## config.mk

```make
export PLATFORM = sky130hd
export DESIGN_NAME = sd_cmd_responder
export DESIGN_NICKNAME = d
export VERILOG_FILES = /design/src/rtl/sd_cmd_responder.sv
export SDC_FILE = /design/constraint.sdc
export NUM_CORES = 1
export LEC_CHECK = 0
export BUFFER_PORTS_ARGS = -buffer_cell sky130_fd_sc_hd__buf_2
export CAP_MARGIN = 30
export CORE_ASPECT_RATIO = 0.6
export CORE_UTILIZATION = 53
export CTS_CLUSTER_SIZE = 12
export DETAILED_ROUTE_END_ITERATION = 16
export PLACE_DENSITY = 0.71
export SYNTH_ARGS = -nofsm -noshare
export SYNTH_HDL_FRONTEND = slang
export SYNTH_SLANG_ARGS = --single-unit
```

## constraint.sdc

```tcl
create_clock -name i_clk -period 4.4 [get_ports i_clk]
set_clock_uncertainty 0.05 [all_clocks]
set_input_delay 0.88 -clock i_clk [delete_from_list [all_inputs] [get_ports i_clk]]
set_output_delay 0.88 -clock i_clk [all_outputs]
set_load 0.01 [all_outputs]
```

## src/rtl/sd_cmd_responder.sv

```systemverilog
// Card-side SD CMD line front end: receives 48-bit host commands, checks framing/CRC7 and replies with R1/R7.
// Build option: define SD_CMD_CRC_CHECK_EN to reject commands whose received CRC7 does not match.
module sd_cmd_responder #(
    parameter int unsigned NCR         = 2,
    parameter logic [31:0] CARD_STATUS = 32'h0000_0120
) (
    input  logic        i_clk,
    input  logic        i_rst,
    input  logic        i_sd_clk,
    input  logic        i_cmd_in,
    output logic        o_cmd_out,
    output logic        o_cmd_oe,
    output logic        o_cmd_valid,
    output logic [5:0]  o_cmd_index,
    output logic [31:0] o_cmd_arg,
    output logic        o_crc_err
);

    typedef enum logic [2:0] {
        S_IDLE,
        S_RECV,
        S_CHECK,
        S_GAP,
        S_SEND
    } state_t;

    localparam logic [6:0] NCR_CNT = 7'(NCR);

    state_t      r_state, w_state;
    logic        r_sd_clk, r_sd_clk_d, r_cmd_in;
    logic [46:0] r_shift, w_shift;
    logic [47:0] r_tx, w_tx;
    logic [6:0]  r_crc, w_crc;
    logic [6:0]  r_cnt, w_cnt;
    logic        r_cmd_out, w_cmd_out;
    logic        r_cmd_oe, w_cmd_oe;
    logic        r_valid, w_valid;
    logic        r_err, w_err;
    logic [5:0]  r_index, w_index;
    logic [31:0] r_arg, w_arg;
    logic        w_rise, w_fall, w_bad;

    function automatic logic [6:0] crc7_step(input logic [6:0] crc, input logic bit_in);
        logic fb;
        fb = bit_in ^ crc[6];
        return {crc[5:3], crc[2] ^ fb, crc[1:0], fb};
    endfunction

    assign w_rise = r_sd_clk & ~r_sd_clk_d;
    assign w_fall = ~r_sd_clk & r_sd_clk_d;

    always_comb begin
        w_state   = r_state;
        w_shift   = r_shift;
        w_tx      = r_tx;
        w_crc     = r_crc;
        w_cnt     = r_cnt;
        w_cmd_out = r_cmd_out;
        w_cmd_oe  = r_cmd_oe;
        w_valid   = 1'b0;
        w_err     = 1'b0;
        w_index   = r_index;
        w_arg     = r_arg;
        w_bad     = 1'b0;

        case (r_state)
            S_IDLE: begin
                w_cmd_oe  = 1'b0;
                w_cmd_out = 1'b1;
                if (w_rise && !r_cmd_in) begin
                    w_shift = '0;
                    w_crc   = '0;
                    w_cnt   = 7'd46;
                    w_state = S_RECV;
                end
            end
            S_RECV: begin
                if (w_rise) begin
                    w_shift = {r_shift[45:0], r_cmd_in};
                    if (r_cnt >= 7'd8) w_crc = crc7_step(r_crc, r_cmd_in);
                    if (r_cnt == 7'd0) w_state = S_CHECK;
                    else               w_cnt   = r_cnt - 7'd1;
                end
            end
            S_CHECK: begin
                w_bad = !r_shift[46] || !r_shift[0];
`ifdef SD_CMD_CRC_CHECK_EN
                if (r_shift[7:1] != r_crc) w_bad = 1'b1;
`endif
                w_cnt = '0;
                if (w_bad) begin
                    w_err   = 1'b1;
                    w_state = S_IDLE;
                end else begin
                    w_valid = 1'b1;
                    w_index = r_shift[45:40];
                    w_arg   = r_shift[39:8];
                    if (r_shift[45:40] == 6'd0) begin
                        w_state = S_IDLE;
                    end else if (r_shift[45:40] == 6'd8) begin
                        w_tx    = {2'b00, 6'd8, 20'd0, r_shift[19:8], 8'h01};
                        w_state = S_GAP;
                    end else begin
                        w_tx    = {2'b00, r_shift[45:40], CARD_STATUS, 8'h01};
                        w_state = S_GAP;
                    end
                end
            end
            S_GAP: begin
                if (w_rise && r_cnt != NCR_CNT) begin
                    w_cnt = r_cnt + 7'd1;
                end else if (w_fall && r_cnt == NCR_CNT) begin
                    w_cmd_oe  = 1'b1;
                    w_cmd_out = r_tx[47];
                    w_crc     = '0;
                    w_cnt     = 7'd47;
                    w_state   = S_SEND;
                end
            end
            S_SEND: begin
                // r_cnt is the index of the bit currently on the line; CRC replaces bits 7:1 after bit 8 leaves.
                if (w_fall) begin
                    if (r_cnt == 7'd0) begin
                        w_cmd_oe  = 1'b0;
                        w_cmd_out = 1'b1;
                        w_state   = S_IDLE;
                    end else begin
                        if (r_cnt >= 7'd8) w_crc = crc7_step(r_crc, r_tx[47]);
                        if (r_cnt == 7'd8) w_tx = {w_crc, 1'b1, 40'd0};
                        else               w_tx = {r_tx[46:0], 1'b0};
                        w_cmd_out = w_tx[47];
                        w_cnt     = r_cnt - 7'd1;
                    end
                end
            end
            default: w_state = S_IDLE;
        endcase
    end

    always_ff @(posedge i_clk) begin
        if (i_rst) begin
            r_state    <= S_IDLE;
            r_sd_clk   <= 1'b0;
            r_sd_clk_d <= 1'b0;
            r_cmd_in   <= 1'b1;
            r_shift    <= '0;
            r_tx       <= '0;
            r_crc      <= '0;
            r_cnt      <= '0;
            r_cmd_out  <= 1'b1;
            r_cmd_oe   <= 1'b0;
            r_valid    <= 1'b0;
            r_err      <= 1'b0;
            r_index    <= '0;
            r_arg      <= '0;
        end else begin
            r_state    <= w_state;
            r_sd_clk   <= i_sd_clk;
            r_sd_clk_d <= r_sd_clk;
            r_cmd_in   <= i_cmd_in;
            r_shift    <= w_shift;
            r_tx       <= w_tx;
            r_crc      <= w_crc;
            r_cnt      <= w_cnt;
            r_cmd_out  <= w_cmd_out;
            r_cmd_oe   <= w_cmd_oe;
            r_valid    <= w_valid;
            r_err      <= w_err;
            r_index    <= w_index;
            r_arg      <= w_arg;
        end
    end

    assign o_cmd_out   = r_cmd_out;
    assign o_cmd_oe    = r_cmd_oe;
    assign o_cmd_valid = r_valid;
    assign o_crc_err   = r_err;
    assign o_cmd_index = r_index;
    assign o_cmd_arg   = r_arg;

endmodule

```

==> results.toml <==
[final_layout]
antenna_cells = 0
fin_cells = 910
nets = 746
final_common_cell = "dfxtp_1"
drive_gt1_share_pct = 16.00
layout_common_cells = "dfxtp_1 (157), nor2_1 (118), nand2_1 (95)"
area_growth_pct = 12.71

[clocking]
hold_buffers = 0
cts_tree = "done"
cts_setup_buffers = 0
h-tree-depth = 4
cts_buffers = 17
path_clk_slew_ns = 0.06
clock_tree.root_cell = "clkbuf_16"
clk_path_buf_depth = 2
clkSinkCount = 157
cts-resized-gates = 0
clock_latency_ns = 0.41

[critical_path]
path_class = "register to register"
crit_path_max_fanout = 12
required_ns = 4.65
path_cells = "inv_1 > ha_1 > nor4b_4 > nand2_2 > nand4b_1 > a21oi_1 > nor2_1 > a221o_1"
cpLargestDelayFamily = "compound AO/OA/AOI/OAI gates"
slowest_delay_ns = 0.80
worstPathArrival_ns = 3.04
cp-start-kind = "register"
cp-end-kind = "register"
slowest_stage = "a21oi_1"
path_buf_inv = 1

[yosys]
synth_area_um2 = 6439
synthesis.instances = 725
yosys_warnings = 0
ys_seq_area_share_pct = 48.81
synth_flop_cell = "dfxtp_1"
async_flop_share_pct = 0
synth_edf_count = 0
synth-seq-cells = 157
synth_top_area_cell = "dfxtp_1"
syn-num-nets = 733
synth_area_leaders = "dfxtp_1 (49%), a22oi_1 (8.7%), nor2_1 (6.9%)"
ys_types = 73
avgSynthCellArea_um2 = 8.881
synth_top_area_share_pct = 48.81

[floorplanning]
die_area_um2 = 12610
die_w_um = 144.3
start_util_pct = 55.69
io_pins = 46
fp.dieH_um = 87.38
core_um2 = 11560
rows = 30

[detailed_routing]
drt-total-wl_mm = 14.08
antenna_left = 0
drtPass1Iterations = 5
drc = 0
routedWlPerCell_um = 15.47
vias_per_cell = 5.812
vias = 5289
drt-initial-drc-count = 432

[timing]
postLayoutSetupSlackWorst_ns = 1.611
finalCritPeriodShare_pct = 63.39
layout_min_cycle_time_ns = 2.789
worst_pin_slew_ns = 0.9859
final_max_slew_viol_count = 0
setup_tns_ns = 0
finalHoldViolCount = 0
clock.fmax_ghz = 0.3585
rsz0062_at_grt = "no"
final-setup-viol-count = 0
relSlewSlack_pct = 34.27

[place]
gp_congestion = 0.9309
dp_hpwl_mm = 9.120
preCtsSetupSlack_ns = 1.383
dp_cells = 878
io_buffer_count = 45

[global_routing]
grt_pass1_wl_mm = 23.25
grt_use_total_pct = 23.47
antenna_found_initial = 0
grt_pass1_vias = 4621
grt_max_degree = 91
grt_overflow = 0

[job]
max_cap_violations = 0

[power_and_ir_drop]
irDropWorstVdd_v = 0.0003063
power.leakage_nw = 2.686
power_density_nw_per_um2 = 432.8

[status]
status = "completed"

[hold_path]
hp-class = "register to register"
-- worst reg2reg max path, delay by kind of cell, from the launching register on --
kind	cells	cell delay [ns]
adders and majority gates	1	0.22
AOI/OAI and AO/OA	2	1.19
and+or+nand+nor	4	0.65
DFF	1	0.43
buffers and inverters	1	0.14
-- layout make-up --
cell class / count / area [um2]
Fill cell: 992 / 4304
Tap cell: 160 / 200.2
Sequential cell: 157 / 3143
Multi-Input combinational cell: 506 / 2965
Clock buffer: 18 / 439.2
Timing Repair Buffer: 51 / 312.8
Clock inverter: 13 / 177.7
Inverter: 5 / 18.77
-- where the power goes --
| group | switching (mW) | leakage, nW | total [mW] | internal [mW] |
|---|---|---|---|---|
| logic | 0.113 | 1.13 | 0.170 | 0.0571 |
| clock network | 0.601 | 0.290 | 1.52 | 0.919 |
| registers | 0.0204 | 1.27 | 1.45 | 1.43 |
-- cells by family after synthesis --
kind of cell | after synthesis | share of synthesized area [%]
flops | 157 | 48.81
fa+ha+maj | 4 | 0.7773
mux | 6 | 0.9522
buf+inv | 62 | 5.325
simple gates | 290 | 21.32
xor+xnor | 3 | 0.4082
compound gates | 203 | 22.41
-- sequential cells by signal, summed over array words and instances (netlist names) --
signal and cells:
r_sd_clk 1, o_cmd_arg 32, o_crc_err 1, o_cmd_out 1, r_shift 47, r_state 3
o_cmd_valid 1, o_cmd_oe 1, r_sd_clk_d 1, r_cnt 7, r_crc 7, r_tx 48
o_cmd_index 6, r_cmd_in 1
-- cells in the mapped netlist (all sizes together) (3+ instances only) --
cell     instances
a2111oi          3
a211oi           6
a21o             4
a21oi           68
a221o            3
a221oi          10
a22o             5
a22oi           75
a311oi           3
and2             4
buf             28
clkbuf          29
dfxtp          157
ha               4
inv              5
mux2i            5
nand2           96
nand2b          10
nand3            4
nor2           122
nor2b            6
nor3            23
nor4b            3
o211ai           3
o21a             3
o21ai            7
or3              7
-- stage by stage --
| step | hold slack, ns | cell area, um2 | power (mW) | util (%) |
|---|---|---|---|---|
| floorplan | 0.3757 | 6439 | 1.618 | - |
| global placement | 0.3895 | 6598 | 1.645 | 57.07 |
| detailed placement | 0.3963 | 6625 | 1.648 | 57.31 |
| CTS | 0.4050 | 7242 | 3.155 | 62.64 |
| global route | 0.4182 | 7257 | 3.245 | 62.77 |
| finish | 0.4029 | 7257 | 3.141 | 62.77 |
-- final timing paths --
path / cells after the start / start / slack (ns) / to
hold reg to reg: 2 / o_cmd_arg[18] / 0.40 / o_cmd_arg[18]
setup / recovery: 8 / r_cnt[0] / 1.61 / r_tx[44]
hold / removal: 2 / o_cmd_arg[18] / 0.40 / o_cmd_arg[18]
setup reg to reg: 8 / r_cnt[0] / 1.61 / r_tx[44]
-- metal layers --
metal | GRT usage (%) | vias up | share of wire, %
li1 | - | 2588 | -
met1 | 35.83 | 2551 | 52
met2 | 31.73 | 139 | 42
met3 | 5.662 | 11 | 5.8
met4 | 7.560 | 0 | 0.66
met5 | 0 | - | 0
(Power assumes the default switching activity.)
